`config.mk`:
```
export PLATFORM = sky130hd
export DESIGN_NAME = restoring_divider_flat
export DESIGN_NICKNAME = d
export VERILOG_FILES = /design/src/rtl/restoring_divider_if.sv /design/src/rtl/restoring_divider.sv /design/src/flat_wrapper.sv
export SDC_FILE = /design/constraint.sdc
export NUM_CORES = 1
export LEC_CHECK = 0
export ABC_CLOCK_PERIOD_IN_PS = 2400
export BUFFER_PORTS_ARGS = -buffer_cell sky130_fd_sc_hd__buf_2
export CORE_ASPECT_RATIO = 0.9
export CORE_MARGIN = 2
export CORE_UTILIZATION = 31
export CTS_CLUSTER_SIZE = 28
export DETAILED_ROUTE_END_ITERATION = 8
export GPL_TIMING_DRIVEN = 0
export PLACE_DENSITY = 0.48
export SYNTH_ARGS = -nofsm -noshare
export SYNTH_HDL_FRONTEND = slang
export SYNTH_SLANG_ARGS = --single-unit
export TNS_END_PERCENT = 30
```
`constraint.sdc`:
```
create_clock -name clk -period 2.4 [get_ports clk]
set_clock_uncertainty 0.2 [all_clocks]
set_input_delay 0.36 -clock clk [delete_from_list [all_inputs] [get_ports clk]]
set_output_delay 0.36 -clock clk [all_outputs]
set_load 0.03 [all_outputs]
```
`src/rtl/restoring_divider_if.sv`:
```
// Operand/result handshake bundle between the PE controller and the restoring divider.
// The controller side (master) drives operands and out_ready; the divider (slave)
// drives in_ready, the result fields and busy.
interface restoring_divider_if #(
    parameter int WIDTH = 8
);
    logic             in_valid;
    logic             in_ready;
    logic [WIDTH-1:0] dividend;
    logic [WIDTH-1:0] divisor;
    logic             out_valid;
    logic             out_ready;
    logic [WIDTH-1:0] quotient;
    logic [WIDTH-1:0] remainder;
    logic             div_by_zero;
    logic             busy;

    modport master (
        output in_valid, dividend, divisor, out_ready,
        input  in_ready, out_valid, quotient, remainder, div_by_zero, busy
    );

    modport slave (
        input  in_valid, dividend, divisor, out_ready,
        output in_ready, out_valid, quotient, remainder, div_by_zero, busy
    );
endinterface

```
`src/rtl/restoring_divider.sv`:
```
// Sequential unsigned restoring divider: one quotient bit per cycle by trial
// subtraction (add of ~divisor with carry-in 1). Operands arrive on a valid/ready
// pair, results leave on a second valid/ready pair and are held until the next result.
module restoring_divider #(
    parameter int WIDTH = 8
) (
    input logic                clk,
    input logic                rst_n,
    restoring_divider_if.slave bus
);
    localparam int             CW       = $clog2(WIDTH);
    localparam logic [CW-1:0]  CNT_LAST = CW'(WIDTH - 1);

    typedef enum logic [1:0] {
        IDLE = 2'd0,
        CALC = 2'd1,
        DONE = 2'd2
    } state_t;

    state_t           state_q, state_d;

    // Working registers: partial remainder P, dividend/quotient shift register Q.
    // A restored P is always below the divisor, so WIDTH bits hold it; the extra
    // sign bit only exists inside the trial sum.
    logic [WIDTH-1:0] p_q, p_d;
    logic [WIDTH-1:0] q_q, q_d;
    logic [WIDTH-1:0] div_q, div_d;
    logic [CW-1:0]    cnt_q, cnt_d;

    // Result registers, separate from the working set so a new accept does not
    // disturb the last result still on the outputs.
    logic [WIDTH-1:0] quo_q, quo_d;
    logic [WIDTH-1:0] rem_q, rem_d;
    logic             dbz_q, dbz_d;

    logic [WIDTH:0]   shifted;
    logic [WIDTH:0]   trial;
    logic [WIDTH-1:0] p_next;
    logic [WIDTH-1:0] q_next;
    logic             accept;
    logic             divisor_zero;

    // Operand acceptance is only possible while idle.
    always_comb begin
        accept       = bus.in_valid && (state_q == IDLE);
        divisor_zero = (bus.divisor == '0);
    end

    // State register.
    always_ff @(posedge clk or negedge rst_n) begin
        // NOTE: sequential state uses non-blocking assignments so every flop samples
        // pre-edge values regardless of process ordering.
        if (!rst_n) begin
            state_q <= IDLE;
        end else begin
            state_q <= state_d;
        end
    end

    // Next-state logic.
    always_comb begin
        // NOTE: every combinationally assigned signal gets a default first so no
        // path leaves it unassigned and no latch is inferred.
        state_d = state_q;
        case (state_q)
            IDLE: if (accept)                 state_d = divisor_zero ? DONE : CALC;
            CALC: if (cnt_q == CNT_LAST)      state_d = DONE;
            DONE: if (bus.out_ready)          state_d = IDLE;
            default:                          state_d = IDLE;
        endcase
    end

    // One restoring step: shift {P,Q} left, trial-subtract, keep or restore.
    always_comb begin
        shifted = {p_q, q_q[WIDTH-1]};
        trial   = shifted + ~{1'b0, div_q} + {{WIDTH{1'b0}}, 1'b1};
        p_next  = shifted[WIDTH-1:0];
        q_next  = {q_q[WIDTH-2:0], 1'b0};
        if (!trial[WIDTH]) begin
            p_next = trial[WIDTH-1:0];
            q_next = {q_q[WIDTH-2:0], 1'b1};
        end
    end

    // Datapath next values: load on accept, iterate in CALC, capture the result on
    // the final iteration (or immediately for a zero divisor).
    always_comb begin
        p_d   = p_q;
        q_d   = q_q;
        div_d = div_q;
        cnt_d = cnt_q;
        quo_d = quo_q;
        rem_d = rem_q;
        dbz_d = dbz_q;
        if (accept) begin
            div_d = bus.divisor;
            q_d   = bus.dividend;
            p_d   = '0;
            cnt_d = '0;
            dbz_d = divisor_zero;
            if (divisor_zero) begin
                quo_d = '1;
                rem_d = bus.dividend;
            end
        end else if (state_q == CALC) begin
            p_d   = p_next;
            q_d   = q_next;
            cnt_d = cnt_q + CW'(1);
            if (cnt_q == CNT_LAST) begin
                quo_d = q_next;
                rem_d = p_next;
            end
        end
    end

    // Datapath and result registers; reset aborts any division in flight.
    always_ff @(posedge clk or negedge rst_n) begin
        if (!rst_n) begin
            p_q   <= '0;
            q_q   <= '0;
            div_q <= '0;
            cnt_q <= '0;
            quo_q <= '0;
            rem_q <= '0;
            dbz_q <= 1'b0;
        end else begin
            p_q   <= p_d;
            q_q   <= q_d;
            div_q <= div_d;
            cnt_q <= cnt_d;
            quo_q <= quo_d;
            rem_q <= rem_d;
            dbz_q <= dbz_d;
        end
    end

    // Outputs: handshakes decoded from state only, results straight from registers.
    always_comb begin
        bus.in_ready    = (state_q == IDLE);
        bus.out_valid   = (state_q == DONE);
        bus.busy        = (state_q != IDLE);
        bus.quotient    = quo_q;
        bus.remainder   = rem_q;
        bus.div_by_zero = dbz_q;
    end
endmodule

```
`src/flat_wrapper.sv`:
```
// flat-port wrapper written by rule: the top's interface ports become plain ports
module restoring_divider_flat 
#(
    parameter int WIDTH = 8
)
  (clk, rst_n, bus_in_valid, bus_dividend, bus_divisor, bus_out_ready, bus_in_ready, bus_out_valid, bus_quotient, bus_remainder, bus_div_by_zero, bus_busy);
  restoring_divider_if #(.WIDTH(WIDTH)) bus_i ();
  input logic clk;
  input logic rst_n;
  input wire logic [$bits(bus_i.in_valid)-1:0] bus_in_valid;
  input wire logic [$bits(bus_i.dividend)-1:0] bus_dividend;
  input wire logic [$bits(bus_i.divisor)-1:0] bus_divisor;
  input wire logic [$bits(bus_i.out_ready)-1:0] bus_out_ready;
  output wire logic [$bits(bus_i.in_ready)-1:0] bus_in_ready;
  output wire logic [$bits(bus_i.out_valid)-1:0] bus_out_valid;
  output wire logic [$bits(bus_i.quotient)-1:0] bus_quotient;
  output wire logic [$bits(bus_i.remainder)-1:0] bus_remainder;
  output wire logic [$bits(bus_i.div_by_zero)-1:0] bus_div_by_zero;
  output wire logic [$bits(bus_i.busy)-1:0] bus_busy;
  assign bus_i.in_valid = bus_in_valid;
  assign bus_i.dividend = bus_dividend;
  assign bus_i.divisor = bus_divisor;
  assign bus_i.out_ready = bus_out_ready;
  assign bus_in_ready = bus_i.in_ready;
  assign bus_out_valid = bus_i.out_valid;
  assign bus_quotient = bus_i.quotient;
  assign bus_remainder = bus_i.remainder;
  assign bus_div_by_zero = bus_i.div_by_zero;
  assign bus_busy = bus_i.busy;
  restoring_divider #(.WIDTH(WIDTH)) u_core (.clk(clk), .rst_n(rst_n), .bus(bus_i));
endmodule
```
==> results of run 1 <==
cells in the final DEF, fill, tap and decap left out, types with 5 or more instances in the layout:
cell type and n:
clkbuf_1 8, buf_2 39, dfrtp_1 46, a22oi_1 15, nand3_1 10, buf_4 7, nand2b_1 7, ha_1 9
clkbuf_8 5, nor2b_1 5, inv_1 12, nor2_1 6, o21ai_0 16, nand2_1 56, o21ai_1 12, a21oi_1 11
critical path, cell delays in order, from the launching register on:
cell and delay (ns):
dfrtp_1 0.37, inv_2 0.06, ha_4 0.16, inv_2 0.05, fa_2 0.21, nand3_2 0.09
a211o_1 0.34, nor4bb_4 0.16, a311o_1 0.37, buf_6 0.16, mux2_4 0.32, o21ai_2 0.11
cell usage after synthesis (2+ instances only):
master	n	share of area [%]
ha_1	10	5.2
dfrtp_1	46	48
inv_1	14	2.2
o21ai_0	16	3.3
nand3_1	10	2.1
clkbuf_1	8	1.3
nor2_1	7	1.1
nor3_1	3	0.63
xor2_1	2	0.73
mux2i_1	9	3.8
a21oi_2	2	0.73
a21oi_1	12	2.5
a211oi_1	3	0.94
a22oi_1	15	4.7
nor2b_1	5	1.3
nand2_1	58	9.1
and2_1	3	0.79
o21ai_1	12	2.5
nor4_1	2	0.52
nand2b_1	7	1.8
what timing repair did:
action	in CTS	in global routing
cloned	1	0
pin swaps	4	8
hold endpoints to repair	0	0
hold buffers	0	0
buffers inserted	6	2
gates resized for setup	13	11
setup endpoints to repair	16	28
routing by layer:
layer,GRT usage (%),wire length (um),share of wire [%]
met1,25.8,3340,52
met2,24.3,2770,43
met3,3.03,344,5.3
met4,3.07,26,0.40
met5,0,0,0
registers in the layout, summed over array words and instances, names as in the netlist:
register,cells
u_core.bus.div_by_zero,1
u_core.state_q,2
u_core.bus.remainder,8
u_core.q_q,8
u_core.cnt_q,3
u_core.p_q,8
u_core.bus.quotient,8
u_core.div_q,8
path summary, 6_finish.rpt:
check,end,cells after the start,startpoint
min,u_core.q_q[1],1,rst_n
min in group clk,u_core.div_q[0],3,bus_divisor[0]
max reg2reg,u_core.bus.remainder[0],11,u_core.q_q[7]
max in group asynchronous,u_core.p_q[3],1,rst_n
min reg2reg,u_core.bus.div_by_zero,2,u_core.bus.div_by_zero
max,u_core.bus.remainder[0],11,u_core.q_q[7]
through the flow:
stage,TNS (ns),setup slack [ns]
after detailed placement,-5.98,-0.549
after CTS,-3.36,-0.238
after floorplan,-0.0303,-0.0154
after global routing,-6.06,-0.397
after global placement,-6.18,-0.594
final,-3.89,-0.277
cell families after synthesis:
kind of cell	synth area share (%)
simple gates	18.5
xor+xnor	0.733
fa+ha+maj	6.07
mux	4.87
buf+inv	4.08
flops	48.1
compound gates	17.6
area by class of cell:
class                      instances  area (sq um)  share of cell area [%]
multi-input combinational        190          1240                    41.9
sequential                        46          1150                    38.9
timing repair buffer              48           270                    9.14
tap                               96           120                    4.06
clock buffer                       5          68.8                    2.33
inverter                          14          52.6                    1.78
buffer                            10          46.3                    1.57
clock inverter                     2          10.0                   0.339
==> tab_implementation.tex, run 1 <==
\begin{tabular}{lr}
\hline
Metric & Value \\
\hline
\multicolumn{2}{l}{\textbf{Status}} \\
\quad Result of the run & finished, violations left \\
\quad Violations in the final reports & setup timing \\
\multicolumn{2}{l}{\textbf{Yosys}} \\
\quad Sequential-to-total area share from yosys stat & 48.1\% \\
\quad Synth async-reset ratio & 100\% \\
\quad Average size of a mapped cell & 9.20 sq um \\
\quad Cell count after synthesis & 260 \\
\quad Cell area after synthesis & 0.00239 sq mm \\
\quad Count of synthesis-stage warnings from yosys & 0 \\
\quad Primary FF master, synth & dfrtp\_1 \\
\quad Syn nets & 291 \\
\quad Distinct cell type count after synthesis & 36 \\
\quad Number of flops mapped to enable cells by yosys & 0 \\
\quad \#FFs+latches synth & 46 \\
\multicolumn{2}{l}{\textbf{Die}} \\
\quad Die Y-Extent & 87.3 um \\
\quad I/O pin total & 40 \\
\quad Die area & 0.00843 sq mm \\
\quad Core area & 0.00751 sq mm \\
\quad Horizontal die dimension & 96.6 um \\
\quad Starting density of the core & 31.8\% \\
\quad Total number of placement rows & 30 \\
\multicolumn{2}{l}{\textbf{Placed design}} \\
\quad Weighted congestion at the end of routability-driven global placement & 0.751 \\
\quad Detailed placer's ending HPWL & 4610 um \\
\quad Area after DPL & 0.00271 sq mm \\
\quad Number of placed instances, taps included & 395 \\
\quad Input/output buffers & 39 \\
\multicolumn{2}{l}{\textbf{Critical path}} \\
\quad Reg2Reg Setup Slack & -0.28 ns \\
\quad Critical Path AT & 2.70 ns \\
\quad Critical path type & reg2reg \\
\quad Maximum fanout along the worst path & 5 \\
\quad Critical path startpoint category & register \\
\quad Critical Path End Type & register \\
\quad CP Data Required Time & 2.43 ns \\
\multicolumn{2}{l}{\textbf{Cells and area}} \\
\quad Post-route non-filler standard cell count & 411 \\
\quad Post-layout nets & 346 \\
\quad Synthesis-to-layout area growth & 23.7\% \\
\quad Final standard cell utilization of the core & 39.4\% \\
\quad Share of cells above drive strength 1 & 25.1\% \\
\quad Total inserted antenna cells & 0 \\
\quad Post-route design area & 0.00296 sq mm \\
\quad Filler Cells Inserted & 790 \\
\multicolumn{2}{l}{\textbf{Clock network}} \\
\quad CTS Root Buffer Type & clkbuf\_8 \\
\quad Total clock buffers created by CTS & 5 \\
\quad CTS Sinks & 46 \\
\quad CTS tree & yes \\
\quad Clock Latency Late Sink & 0.29 ns \\
\quad Bufs on Longest Clock Path & 2 \\
\quad Number of H-tree levels & 2 \\
\quad Clock transition at the registers of the reported paths & 0.09 ns \\
\multicolumn{2}{l}{\textbf{STA}} \\
\quad Minimum period implied by the final worst setup slack & 2.68 ns \\
\quad Final period utilization & 112\% \\
\quad Tightest slew margin relative to the limit & 29.6\% \\
\quad Maximum operating frequency & 374 MHz \\
\quad Worst hold margin & 0.0514 ns \\
\quad Final setup violation count & 18 \\
\quad Slack of the critical path & -0.277 ns \\
\quad Unrepaired setup endpoints after global routing & true \\
\quad Slew Limit Fails & 0 \\
\quad Final hold violation count & 0 \\
\quad Slew of the pin with the lowest slew margin & 1.06 ns \\
\multicolumn{2}{l}{\textbf{Drt}} \\
\quad Detailed-route vias per instance & 5.09 \\
\quad Routed WL per cell & 15.8 um \\
\quad Post-detailed-route count of antenna-violating nets & 0 \\
\quad DRC Markers & 0 \\
\quad Iteration-0 DRC Markers & 107 \\
\quad Count of vias placed by the detailed router & 2,092 \\
\quad Routed Wire Length & 6480 um \\
\quad Number of iterations in the first detailed-routing pass & 4 \\
\multicolumn{2}{l}{\textbf{GRT}} \\
\quad Maximum number of pins on one net before global-route repair & 47 \\
\quad GRT Overall Usage & 16.7\% \\
\quad Number of antenna violations at the first check in global routing & 0 \\
\quad Total global routing overflow & 0 \\
\quad Vias in the first global route & 2,038 \\
\quad Global-route wire length before repair & 10,700 um \\
\multicolumn{2}{l}{\textbf{Hold path}} \\
\quad Worst hold path class & in2async \\
\multicolumn{2}{l}{\textbf{Run}} \\
\quad Number of max-cap violations & 0 \\
\hline
\end{tabular}
Power of run 1 is not shown: default switching activity piles up to over one toggle a cycle in this logic, so the estimate is an artifact.
==> run 2: changes to the inputs <==
==> constraint.sdc (replaced) <==
create_clock -name clk -period 2.4 [get_ports clk]
set_clock_uncertainty 0.2 [all_clocks]
set_input_delay 0 -clock clk [delete_from_list [all_inputs] [get_ports clk]]
set_output_delay 0 -clock clk [all_outputs]
set_load 0.03 [all_outputs]
==> tab_implementation.tex, run 2 (synthesized netlist as in run 1, its figures left out) <==
\begin{tabular}{lr}
\hline
Metric & Value \\
\hline
\multicolumn{2}{l}{\textbf{Status}} \\
\quad Result of the run & finished, violations left \\
\quad Violations in the final reports & setup timing \\
\multicolumn{2}{l}{\textbf{Power}} \\
\quad Power Dens Cells & 1780 mW/mm\^{}2 \\
\quad Leakage component of the power & 1.48 nW \\
\quad Maximum VDD drop & 0.632 mV \\
\multicolumn{2}{l}{\textbf{Die}} \\
\quad Horizontal die dimension & 96.6 um (unchanged) \\
\quad Core area & 0.00751 sq mm (unchanged) \\
\quad Total number of placement rows & 30 (unchanged) \\
\quad I/O pin total & 40 (unchanged) \\
\quad Starting density of the core & 31.8\% (unchanged) \\
\quad Die area & 0.00843 sq mm (unchanged) \\
\quad Die Y-Extent & 87.3 um (unchanged) \\
\multicolumn{2}{l}{\textbf{Cells and area}} \\
\quad Post-route design area & 0.00315 sq mm (+6.4\%) \\
\quad Most frequent cells in the layout & nand2\_1 (56), dfrtp\_1 (46), buf\_2 (39) \\
\quad Synthesis-to-layout area growth & 31.6\% \\
\quad Post-layout nets & 365 (+5.5\%) \\
\quad Total inserted antenna cells & 0 (unchanged) \\
\quad Share of cells above drive strength 1 & 23.7\% (-1.4 points) \\
\quad Most frequent standard cell in the layout excluding fill and tap cells & nand2\_1 \\
\quad Filler Cells Inserted & 772 (-2.3\%) \\
\multicolumn{2}{l}{\textbf{Placed design}} \\
\quad Detailed placer's ending HPWL & 4610 um (unchanged) \\
\quad Post-place setup slack & -0.287 ns (+0.262 ns) \\
\quad Weighted congestion at the end of routability-driven global placement & 0.751 (unchanged) \\
\quad Area after DPL & 0.00271 sq mm (unchanged) \\
\quad Input/output buffers & 39 (unchanged) \\
\multicolumn{2}{l}{\textbf{Drt}} \\
\quad Routed Wire Length & 6660 um (+2.6\%) \\
\quad Detailed-route vias per instance & 5.01 (-1.5\%) \\
\quad Routed WL per cell & 15.5 um (-1.9\%) \\
\quad DRC Markers & 0 (unchanged) \\
\quad Number of iterations in the first detailed-routing pass & 4 (unchanged) \\
\quad Iteration-0 DRC Markers & 99 (-7.5\%) \\
\quad Count of vias placed by the detailed router & 2,156 (+3.1\%) \\
\quad Post-detailed-route count of antenna-violating nets & 0 (unchanged) \\
\multicolumn{2}{l}{\textbf{STA}} \\
\quad Final setup violation count & 18 (unchanged) \\
\quad Slack of the critical path & -0.280 ns (-0.00349 ns) \\
\quad Final period utilization & 112\% (+0.15 points) \\
\quad Tightest slew margin relative to the limit & 28.3\% (-1.3 points) \\
\quad Final hold violation count & 0 (unchanged) \\
\quad Maximum operating frequency & 373 MHz (-0.13\%) \\
\quad Slew of the pin with the lowest slew margin & 1.08 ns (+0.0189 ns) \\
\quad Minimum period implied by the final worst setup slack & 2.68 ns (+0.00349 ns) \\
\quad Slew Limit Fails & 0 (unchanged) \\
\quad Unrepaired setup endpoints after global routing & true \\
\multicolumn{2}{l}{\textbf{Critical path}} \\
\quad CP Data Required Time & 2.43 ns (about the same) \\
\quad Slowest stage delay, CP & 0.38 ns (about the same) \\
\quad CP Cell Sequence & inv\_2 > ha\_4 > inv\_2 > fa\_2 > nand3\_2 > a211o\_1 > nor4bb\_4 > a311o\_1 > buf\_6 > mux2\_4 > a21oi\_2 \\
\quad Reg2reg end & u\_core.p\_q[0] \\
\quad Most frequent cell on the critical path & inv\_2 \\
\quad Critical path launch point & u\_core.q\_q[7] \\
\quad Critical path startpoint category & register \\
\quad Reg2Reg Setup Slack & -0.28 ns (about the same) \\
\quad Critical path type & reg2reg \\
\quad Cell at the slowest stage of the critical path & dfrtp\_1 \\
\quad Maximum fanout along the worst path & 5 (unchanged) \\
\quad Critical Path AT & 2.71 ns (about the same) \\
\quad Crit Reg-Reg Startpoint & u\_core.q\_q[7] \\
\quad Worst r2r path cells & 11 (unchanged) \\
\quad Critical Path End Type & register \\
\multicolumn{2}{l}{\textbf{GRT}} \\
\quad Total global routing overflow & 0 (unchanged) \\
\quad Global-route wire length before repair & 10,800 um (+1.3\%) \\
\quad GRT Overall Usage & 16.9\% (+0.23 points) \\
\quad Number of antenna violations at the first check in global routing & 0 (unchanged) \\
\quad Vias in the first global route & 2,090 (+2.6\%) \\
\quad Maximum number of pins on one net before global-route repair & 47 (unchanged) \\
\multicolumn{2}{l}{\textbf{Run}} \\
\quad Number of max-cap violations & 0 (unchanged) \\
\multicolumn{2}{l}{\textbf{Clock network}} \\
\quad CTS Sinks & 46 (unchanged) \\
\quad Number of H-tree levels & 2 (unchanged) \\
\quad Clock Latency Late Sink & 0.30 ns (about the same) \\
\quad Bufs on Longest Clock Path & 2 (unchanged) \\
\quad CTS tree & yes \\
\quad CTS Root Buffer Type & clkbuf\_8 \\
\quad Clock transition at the registers of the reported paths & 0.09 ns (about the same) \\
\quad Total clock buffers created by CTS & 5 (unchanged) \\
\multicolumn{2}{l}{\textbf{Hold path}} \\
\quad Launch instance of the worst min-delay path & bus\_divisor[1] \\
\quad Worst hold path class & in2reg \\
\quad End of the worst hold path & u\_core.state\_q[0] \\
\quad Worst hold path depth & 5 \\
\hline
\end{tabular}
-- run 2: worst max-delay path, delay by kind of cell (launching register included) --
kind / cells / cell delay, ns
muxes: 1 / 0.32
buffers and inverters: 3 / 0.27
adders and majority gates: 2 / 0.37
and+or+nand+nor: 2 / 0.25
AOI/OAI and AO/OA: 3 / 0.82
DFF: 1 / 0.38
-- run 2: cell type report --
cell class                      instances  area, sq um  area share (%)
Buffer                                 10         46.3            1.47
Clock buffer                            5         68.8            2.19
Clock inverter                          2         10.0           0.318
Inverter                               14         52.6            1.67
Multi-Input combinational cell        190         1240            39.3
Sequential cell                        46         1150            36.6
Tap cell                               96          120            3.82
Timing Repair Buffer                   67          460            14.6
-- run 2: how the worst max path moves through the flow --
| stage | end | depth (start not counted) | slack [ns] |
|---|---|---|---|
| after floorplan | u_core.p_q[0] | 10 | -0.02 |
| after global placement | u_core.bus.remainder[6] | 11 | -0.29 |
| after detailed placement | u_core.bus.remainder[6] | 11 | -0.29 |
| after CTS | u_core.bus.remainder[0] | 11 | -0.24 |
| after global routing | u_core.bus.remainder[0] | 11 | -0.40 |
| final | u_core.p_q[0] | 11 | -0.28 |
-- run 2: metal layers --
metal	wire length [um]	vias up	track usage (%)	share of wire, %
li1	-	1058	-	-
met4	26	0	3.07	0.39
met2	2820	51	25.2	42
met1	3470	1045	25.9	52
met3	337	2	2.86	5.1
met5	0	-	0	0
-- run 2: power by group --
group          switching [mW]  internal, mW  total, mW
Clock                   0.270         0.196      0.467
Combinational            2.05          1.63       3.68
Sequential              0.271          1.17       1.44
-- run 2: timing repair --
| item | in CTS | in global routing |
|---|---|---|
| endpoints found under the setup margin | 16 | 28 |
| hold endpoints to repair | 72 | 0 |
| pin swaps | 4 | 7 |
| gates resized for setup | 12 | 12 |
| setup buffers | 6 | 2 |
| gates cloned | 1 | 0 |
| hold buffers | 19 | 0 |
-- run 2: through the flow --
step / total power [mW] / std cells / TNS [ns] / hold slack [ns] / util (%)
5_1_grt: 6.08 / 430 / -6.07 / 0.0846 / 41.9
4_1_cts: 5.31 / 428 / -3.36 / 0.0173 / 41.0
2_1_floorplan: 3.64 / 260 / -0.0303 / -0.496 / -
3_3_place_gp: 4.37 / 395 / -3.74 / 0.0191 / 36.1
6_report: 5.59 / 430 / -3.92 / 0.0388 / 41.9
3_5_place_dp: 4.40 / 395 / -3.78 / 0.0186 / 36.1
(Power assumes the default switching activity.)
